`config.mk`:
```
export PLATFORM = sky130hd
export DESIGN_NAME = rom_loader
export DESIGN_NICKNAME = d
export VERILOG_FILES = /design/src/rtl/rom_loader.sv
export SDC_FILE = /design/constraint.sdc
export NUM_CORES = 1
export LEC_CHECK = 0
export ABC_AREA = 1
export ABC_CLOCK_PERIOD_IN_PS = 2400
export CAP_MARGIN = 40
export CORE_MARGIN = 4
export CORE_UTILIZATION = 55
export CTS_CLUSTER_DIAMETER = 150
export CTS_CLUSTER_SIZE = 16
export DETAILED_ROUTE_END_ITERATION = 16
export PLACE_DENSITY = 0.84
export SETUP_SLACK_MARGIN = 0.1
export SYNTH_ARGS = -nofsm -noshare
export SYNTH_HDL_FRONTEND = slang
export SYNTH_SLANG_ARGS = --single-unit
```
`constraint.sdc`:
```
create_clock -name clk -period 2.4 [get_ports clk]
set_input_delay 0.48 -clock clk [delete_from_list [all_inputs] [get_ports clk]]
set_output_delay 0.48 -clock clk [all_outputs]
set_load 0.005 [all_outputs]
```
`src/rtl/rom_loader.sv`:
```
// Boot sequencer: receives a framed program image over the UART byte stream,
// writes it into instruction ROM, verifies the checksum and releases the CPU.
module rom_loader #(
    parameter int ADDR_WIDTH     = 12,
    parameter int TIMEOUT_CYCLES = 12_000_000
) (
    input  logic                  clk,
    input  logic                  reset,
    input  logic                  rx_valid,
    input  logic [7:0]            rx_data,
    output logic                  rom_we,
    output logic [ADDR_WIDTH-1:0] rom_addr,
    output logic [15:0]           rom_wdata,
    output logic                  cpu_reset,
    output logic                  busy,
    output logic                  done,
    output logic                  error
);

    localparam int TW = (TIMEOUT_CYCLES > 2) ? $clog2(TIMEOUT_CYCLES) : 1;
    localparam logic [TW-1:0] TMO_LAST = TW'(TIMEOUT_CYCLES - 1);
    localparam logic [16:0]   MAX_LEN  = 17'(2 ** ADDR_WIDTH);
    localparam logic [7:0]    SYNC     = 8'hA5;

    typedef enum logic [2:0] {
        S_IDLE, S_LEN_HI, S_LEN_LO, S_DATA_HI,
        S_DATA_LO, S_CHECK, S_RUN, S_ERR
    } state_t;

    state_t                  state_q, state_d;
    logic [15:0]             len_q, len_d;
    logic [7:0]              hi_q, hi_d;
    logic [ADDR_WIDTH-1:0]   idx_q, idx_d;
    logic [7:0]              chk_q, chk_d;
    logic [TW-1:0]           tmo_q, tmo_d;
    logic                    we_q, we_d;
    logic [ADDR_WIDTH-1:0]   addr_q, addr_d;
    logic [15:0]             wdata_q, wdata_d;
    logic                    cpu_rst_q, cpu_rst_d;
    logic                    busy_q, busy_d;
    logic                    done_q, done_d;
    logic                    err_q, err_d;

    logic                    in_frame;
    logic                    go_err;
    logic [15:0]             len_full;

    always_ff @(posedge clk) begin
        if (reset) begin
            state_q   <= S_IDLE;
            len_q     <= '0;
            hi_q      <= '0;
            idx_q     <= '0;
            chk_q     <= '0;
            tmo_q     <= '0;
            we_q      <= 1'b0;
            addr_q    <= '0;
            wdata_q   <= '0;
            cpu_rst_q <= 1'b1;
            busy_q    <= 1'b0;
            done_q    <= 1'b0;
            err_q     <= 1'b0;
        end else begin
            state_q   <= state_d;
            len_q     <= len_d;
            hi_q      <= hi_d;
            idx_q     <= idx_d;
            chk_q     <= chk_d;
            tmo_q     <= tmo_d;
            we_q      <= we_d;
            addr_q    <= addr_d;
            wdata_q   <= wdata_d;
            cpu_rst_q <= cpu_rst_d;
            busy_q    <= busy_d;
            done_q    <= done_d;
            err_q     <= err_d;
        end
    end

    assign in_frame = (state_q == S_LEN_HI) || (state_q == S_LEN_LO) ||
                      (state_q == S_DATA_HI) || (state_q == S_DATA_LO) ||
                      (state_q == S_CHECK);
    assign len_full = {len_q[15:8], rx_data};

    always_comb begin
        state_d   = state_q;
        len_d     = len_q;
        hi_d      = hi_q;
        idx_d     = idx_q;
        chk_d     = chk_q;
        tmo_d     = tmo_q;
        we_d      = 1'b0;
        addr_d    = addr_q;
        wdata_d   = wdata_q;
        cpu_rst_d = cpu_rst_q;
        busy_d    = busy_q;
        done_d    = done_q;
        err_d     = err_q;
        go_err    = 1'b0;

        unique case (state_q)
            S_IDLE, S_RUN, S_ERR: begin
                if (rx_valid && rx_data == SYNC) begin
                    state_d   = S_LEN_HI;
                    busy_d    = 1'b1;
                    cpu_rst_d = 1'b1;
                    done_d    = 1'b0;
                    err_d     = 1'b0;
                    chk_d     = '0;
                    idx_d     = '0;
                    tmo_d     = '0;
                end
            end
            S_LEN_HI: begin
                if (rx_valid) begin
                    len_d[15:8] = rx_data;
                    state_d     = S_LEN_LO;
                end
            end
            S_LEN_LO: begin
                if (rx_valid) begin
                    len_d = len_full;
                    if ({1'b0, len_full} > MAX_LEN) begin
                        go_err = 1'b1;
                    end else if (len_full == 16'd0) begin
                        state_d = S_CHECK;
                    end else begin
                        state_d = S_DATA_HI;
                    end
                end
            end
            S_DATA_HI: begin
                if (rx_valid) begin
                    hi_d    = rx_data;
                    chk_d   = chk_q + rx_data;
                    state_d = S_DATA_LO;
                end
            end
            S_DATA_LO: begin
                if (rx_valid) begin
                    chk_d   = chk_q + rx_data;
                    we_d    = 1'b1;
                    wdata_d = {hi_q, rx_data};
                    addr_d  = idx_q;
                    idx_d   = idx_q + ADDR_WIDTH'(1);
                    // LEN is bounded to the ROM size, so LEN-1 fits the index width
                    if (idx_q == ADDR_WIDTH'(len_q - 16'd1)) begin
                        state_d = S_CHECK;
                    end else begin
                        state_d = S_DATA_HI;
                    end
                end
            end
            S_CHECK: begin
                if (rx_valid) begin
                    if (rx_data == chk_q) begin
                        state_d   = S_RUN;
                        busy_d    = 1'b0;
                        done_d    = 1'b1;
                        cpu_rst_d = 1'b0;
                    end else begin
                        go_err = 1'b1;
                    end
                end
            end
            default: state_d = S_IDLE;
        endcase

        if (in_frame) begin
            if (rx_valid) begin
                tmo_d = '0;
            end else if (tmo_q == TMO_LAST) begin
                go_err = 1'b1;
            end else begin
                tmo_d = tmo_q + TW'(1);
            end
        end

        if (go_err) begin
            state_d   = S_ERR;
            busy_d    = 1'b0;
            err_d     = 1'b1;
            cpu_rst_d = 1'b1;
            done_d    = 1'b0;
            tmo_d     = '0;
        end
    end

    assign rom_we    = we_q;
    assign rom_addr  = addr_q;
    assign rom_wdata = wdata_q;
    assign cpu_reset = cpu_rst_q;
    assign busy      = busy_q;
    assign done      = done_q;
    assign error     = err_q;

endmodule

```
**Word level (Yosys, flattened, before mapping)**

Index checks and enable logic that the tools add are counted.

- RAM bits: 0
- Bits in latches: 0
- Output and inout port bits: 33
- Memories: 0
- Bits of input ports: 11
- Logic and storage cells: 114
- ROM bits: 0
- Register bits: 104

- Divide/modulo/power cells: 0
- Order comparisons: 1
- Shifts and indexed selects: 0
- Add/subtract/negate cells: 4
- Multiplexer cells: 44
- Reduce and logical (&&, ||, !) cells: 25
- Bitwise logic cells: 2
- Equal/unequal tests: 24
- Multiply operators: 0

Operators by type and width:

| kind | number |
|---|---|
| 24-bit two-way mux | 5 |
| 3-bit two-way mux | 11 |
| 8-bit one-hot mux with 2 select lines | 2 |
| 24-bit by 1-bit adder with 24-bit output (second input constant) | 1 |
| 24-bit == test (second input constant) | 1 |
| 12-bit two-way mux | 2 |
| 8-bit two-way mux | 3 |
| 12-bit one-hot mux with 2 select lines | 1 |
| 3-bit != test (second input constant) | 7 |
| 3-bit one-hot mux with 6 select lines | 1 |
| 16-bit by 13-bit > comparator with 1-bit output (second input constant) | 1 |
| 16-bit zero test | 1 |
| 1-bit two-way mux | 16 |
| 12-bit by 1-bit adder with 12-bit output (second input constant) | 1 |
| 12-bit == test | 1 |
| 3-bit == test (second input constant) | 4 |
| 12-bit by 1-bit subtractor with 12-bit output (second input constant) | 1 |
| 2-bit nonzero test | 5 |
| 3-bit AND reduction | 3 |
| 8-bit adder | 1 |
| 8-bit == test | 1 |
| 8-bit == test (second input constant) | 1 |
| 2-bit AND reduction | 4 |
| 8-bit AND reduction | 1 |
| other kinds (13) | 25 |

**Depth between registers and ports, before layout**

- Depth after elaboration: 9
- Gate-level depth with buffers: 15
- Depth with buffers taken out: 15

**Worst setup path before layout**

No wires, ideal clock.

- Path kind: in2reg
- From: input rx_data[0]
- To: register chk_q[6]
- Arrival: 1947 ps
- Cell stages on the path: 12
- Setup time: 71 ps
- Required time: 2329 ps
- Buffers on the path: 0
- Path slack: 383 ps
- Cells stage by stage: ha_1 fa_1 nand2_1 inv_1 o21ai_0 nand2_1 nand2_1 nand2_1 a21oi_1 xor2_1 nand2_1 a21oi_1

- Cells in the longest elaborated chain, start to end: 4
- Elaborated cells between the ends (all ways): 7
- Classes of those cells: add/sub: 1; eq/ne: 2; mux: 2; reduce/logical: 2

RTL lines:

| what | line | text |
|---|---|---|
| start, declared | 10 | `input logic [7:0] rx_data,` |
| parallel branches: the longest is 4 deep, another holds 8-bit adder | n/a |  |
| end signal, assigned | 68 | `chk_q <= chk_d;` |
| end, declared | 34 | `logic [7:0] chk_q, chk_d;` |

Parallel ways; which one is timed is not known. The select of a mux whose other input is x is not followed.
A chain may end at the register's enable or synchronous reset.

**Worst setup path in the final report**

- From: input rx_data[3]
- To: register tmo_q[5]

- Cells in the longest elaborated chain, start to end: 8
- Elaborated cells between the ends (all ways): 18
- Classes of those cells: order compare: 1; eq/ne: 2; mux: 13; reduce/logical: 2

RTL lines:

| what | line | text |
|---|---|---|
| 16-bit by 13-bit > comparator with 1-bit output or 8-bit == test (tied branches) | 123, 156 |  |
| 1-bit two-way mux (on tied branches) | 123, 156 |  |
| 1-bit two-way mux (on tied branches) | 121, 155 |  |
| 1-bit one-hot mux with 2 select lines | 101 | `unique case (state_q)` |
| 1-bit two-way mux | 172 | `end else if (tmo_q == TMO_LAST) begin` |
| 1-bit two-way mux | 170 | `if (rx_valid) begin` |
| 1-bit two-way mux | 169 | `if (in_frame) begin` |
| 2-bit OR reduction (no source line) | n/a |  |
| end signal, assigned | 69 | `tmo_q <= tmo_d;` |
| end, declared | 35 | `logic [TW-1:0] tmo_q, tmo_d;` |

Parallel ways exist; a longest one is shown, timed or not.

==> flow_metrics.env <==
export IMPL_seq_power_share=0.415
export IMPL_layout_worst_path_cycle_share=0.897
export IMPL_dp_cells=972
export IMPL_clockPowerShare=0.250
export IMPL_final_cells=988
export IMPL_max_freq_mhz=464
export IMPL_synth_ff_type="dfxtp_1"
export IMPL_min_period_ps=2150
export IMPL_dp_hpwl_mm=11.0
export IMPL_antenna_found_initial=0
export IMPL_vias_per_cell=5.54
export IMPL_final_nets=873
export IMPL_core_area_sq_um=9730
export IMPL_diodes=0
export IMPL_hold_worst_slack_ps=465
export IMPL_grt_max_degree=43
export IMPL_postSynthCellCount=775
export IMPL_dieArea_sq_um=11600
export IMPL_synth_edff_count=0
export IMPL_clock_latency_ps=370
export IMPL_final_max_slew_viol_count=0
export IMPL_root_buffer="clkbuf_8"
export IMPL_startpoint_type="primary input"
export IMPL_initial_core_util=0.564
export IMPL_setup_viol=0
export IMPL_totalWireLength_mm=14.3
export IMPL_path_cells="clkdlybuf4s50_1 > ha_1 > nor2_1 > nand3_1 > nand3b_1 > nand2_1 > nand3_2 > nand3_4 > nand2_8 > nor2_8 > nand2_8 > nor3b_2"
export IMPL_cts_max_path_buffers=2
export IMPL_critPathMaxFanout=12
export IMPL_crit_arrival_ps=2450
export IMPL_required_ps=2700
export IMPL_rsz0062_at_grt="true"
export IMPL_die_y_um=108
export IMPL_synth_seq_cells=104
export IMPL_dieWidth_um=108
export IMPL_slowest_delay_ps=430
export IMPL_clkSinkCount=104
export IMPL_yosys_top_cells_area="dfxtp_1 38%, nand2_1 10%, a21oi_1 6.2%, nor2_1 5.9%, inv_1 5.3%"
export IMPL_drive_above_1_share=0.150
export IMPL_cts_buffers=9
export IMPL_gp_congestion=0.976
export IMPL_cp_common_cell="nand2_8"
export IMPL_p_switching_mw=1.74
export IMPL_drt_iter0_markers=381
export IMPL_maxCapViolations=0
export IMPL_path_clk_slew_ps=100
export IMPL_grt_pass1_vias=5394
export IMPL_ys_types=50
export IMPL_grt_pass1_wl_mm=24.5
export IMPL_synth_nets=797
export IMPL_yosysTopAreaCell="dfxtp_1"
export IMPL_internal_power_mw=3.06
export IMPL_avgSynthCellArea_sq_um=7.08
export IMPL_vias=5478
export IMPL_path_class="primary input to flip-flop"
export IMPL_yosys_warnings=0
export IMPL_cts_tree="yes"
export IMPL_outcome="finished, final reports clean"
export IMPL_port_buffers=43
export IMPL_tightestPinTransition_ps=471
export IMPL_path_delay_family="simple AND/OR/NAND/NOR gates"
export IMPL_postRouteAntennaNets=0
export IMPL_power_density_nw_per_um2=732
export IMPL_grt_overflow=0
export IMPL_num_io_pins=44
export IMPL_remaining_drc_errors=0
export IMPL_hold_class="flip-flop to flip-flop"
export IMPL_row_count=36
export IMPL_postSynth_asyncResetShare=0
export IMPL_netlist_area_leader_share=0.379
export IMPL_syn_to_final_growth_pct=19.5
export IMPL_power_frac_comb=0.335
export IMPL_synth_area_sq_um=5490
export IMPL_max_slew_margin=0.686
export IMPL_grt_usage=0.258
export IMPL_cp_num_buf_inv=1
export IMPL_wl_per_cell_um=14.5
export IMPL_end_kind="flip-flop"
export IMPL_hold_buffers=0
export IMPL_fin_skew_ps=13.9
export IMPL_cp_slowest_cell="clkdlybuf4s50_1"
export IMPL_p_leak_nw=2.71
export IMPL_hold_viol=0
export IMPL_dr_pass1_iters=6
export IMPL_switching_share=0.362
export IMPL_synth_seq_area_share=0.379
export IMPL_peakVddDrop_uv=558
export IMPL_htreeDepth=3
synthesized netlist by cell type (2+ instances only):
master,n
nand2_1,147
inv_1,77
o211ai_1,2
buf_2,6
dfxtp_1,104
o21ai_1,2
buf_4,3
nor3b_1,3
inv_2,14
nor2_2,17
or2_2,2
nand4_1,14
nor2_4,3
xor2_1,10
nor4_1,3
clkbuf_1,11
nor2_8,2
o31ai_1,2
nand2_2,5
o21a_1,2
ha_1,10
nand3_1,50
a21oi_1,68
nor3_2,6
a31oi_1,6
xnor2_1,5
a211oi_2,4
nand3b_1,2
nor3_1,29
a211oi_1,2
nand3_2,4
o21ai_0,56
nor2_1,87
sequential cells by signal, summed over array words and instances, names as in the netlist:
register and flops:
chk_q 8, len_q 16, done 1, busy 1
rom_wdata 16, rom_we 1, tmo_q 24, idx_q 12
state_q 3, hi_q 8, cpu_reset 1, rom_addr 12
error 1
worst paths after layout:
kind	startpoint	endpoint	slack, ps	depth (start not counted)
hold / removal	cpu_reset	cpu_reset	470	2
setup reg to reg	state_q[0]	state_q[0]	290	13
setup / recovery	rx_data[3]	tmo_q[5]	250	12
hold reg to reg	cpu_reset	cpu_reset	470	2
layer usage:
metal  up-vias  wire length [um]  global-route usage
met1      2569              6360               0.331
met5         -                 0                   0
met4         0               255              0.0839
li1       2713                 -                   -
met3        27               778              0.0474
met2       169              6930               0.439
repair_timing:
action	4_1_cts	5_1_grt
gates resized for setup	0	7
buffers inserted	0	1
setup endpoints to repair	0	18
cells by family (layout without fill, tap and decap cells):
logic type | Yosys count | count (layout) | synth area share
simple gates | 379 | 379 | 0.331
compound gates | 151 | 151 | 0.153
buf+inv | 115 | 195 | 0.0859
flops | 104 | 104 | 0.379
xor+xnor | 15 | 15 | 0.0239
fa+ha+maj | 11 | 11 | 0.0264
placed cells by master, fill, tap and decap left out, types with 6 or more instances in the layout:
master	Yosys	routed
nand2_1	147	147
dfxtp_1	104	104
nor2_1	87	86
inv_1	77	77
a21oi_1	68	67
o21ai_0	56	55
nand3_1	50	50
buf_4	3	44
clkdlybuf4s50_1	0	42
nor3_1	29	28
nor2_2	17	18
nand4_1	14	14
inv_2	14	14
xor2_1	10	10
ha_1	10	10
clkbuf_8	0	10
nor3_2	6	7
a31oi_1	6	6
cell type report:
cell class,count,area [sq um]
Clock buffer,10,138
Clock inverter,5,81.3
Fill cell,822,3170
Inverter,92,348
Multi-Input combinational cell,556,2960
Sequential cell,104,2080
Tap cell,133,166
Timing Repair Buffer,88,783
stage by stage:
| step | power [mW] | TNS, ps | utilization | worst slack (ps) | cell area (sq um) |
|---|---|---|---|---|---|
| 2_1_floorplan | 3.14 | 0 | - | 383 | 5490 |
| 3_3_place_gp | 3.53 | -1820 | 0.648 | -164 | 6310 |
| 3_5_place_dp | 3.60 | -4320 | 0.648 | -258 | 6310 |
| 4_1_cts | 4.78 | 0 | 0.671 | 130 | 6530 |
| 5_1_grt | 5.09 | 0 | 0.674 | 55.8 | 6560 |
| 6_report | 4.80 | 0 | 0.674 | 247 | 6560 |
power by group through the flow:
stage | registers [mW] | logic [mW] | clock network [mW]
2_1_floorplan | 2.01 | 1.13 | 0
3_3_place_gp | 2.02 | 1.51 | 0
3_5_place_dp | 2.03 | 1.57 | 0
4_1_cts | 1.99 | 1.57 | 1.22
5_1_grt | 2.02 | 1.79 | 1.28
6_report | 2.00 | 1.61 | 1.20
worst reg2reg max path: stages (launching register included):
cell and delay, ps:
dfxtp_1 480, nor2_1 120, o21ai_4 380, buf_4 230, inv_4 60, nor2_2 90
inv_2 90, nand2_2 140, nand3_2 100, nand2_2 90, inv_2 40, nand2_1 60
o211ai_1 80, inv_1 80
Note: power is estimated with default switching activity, not from simulation.
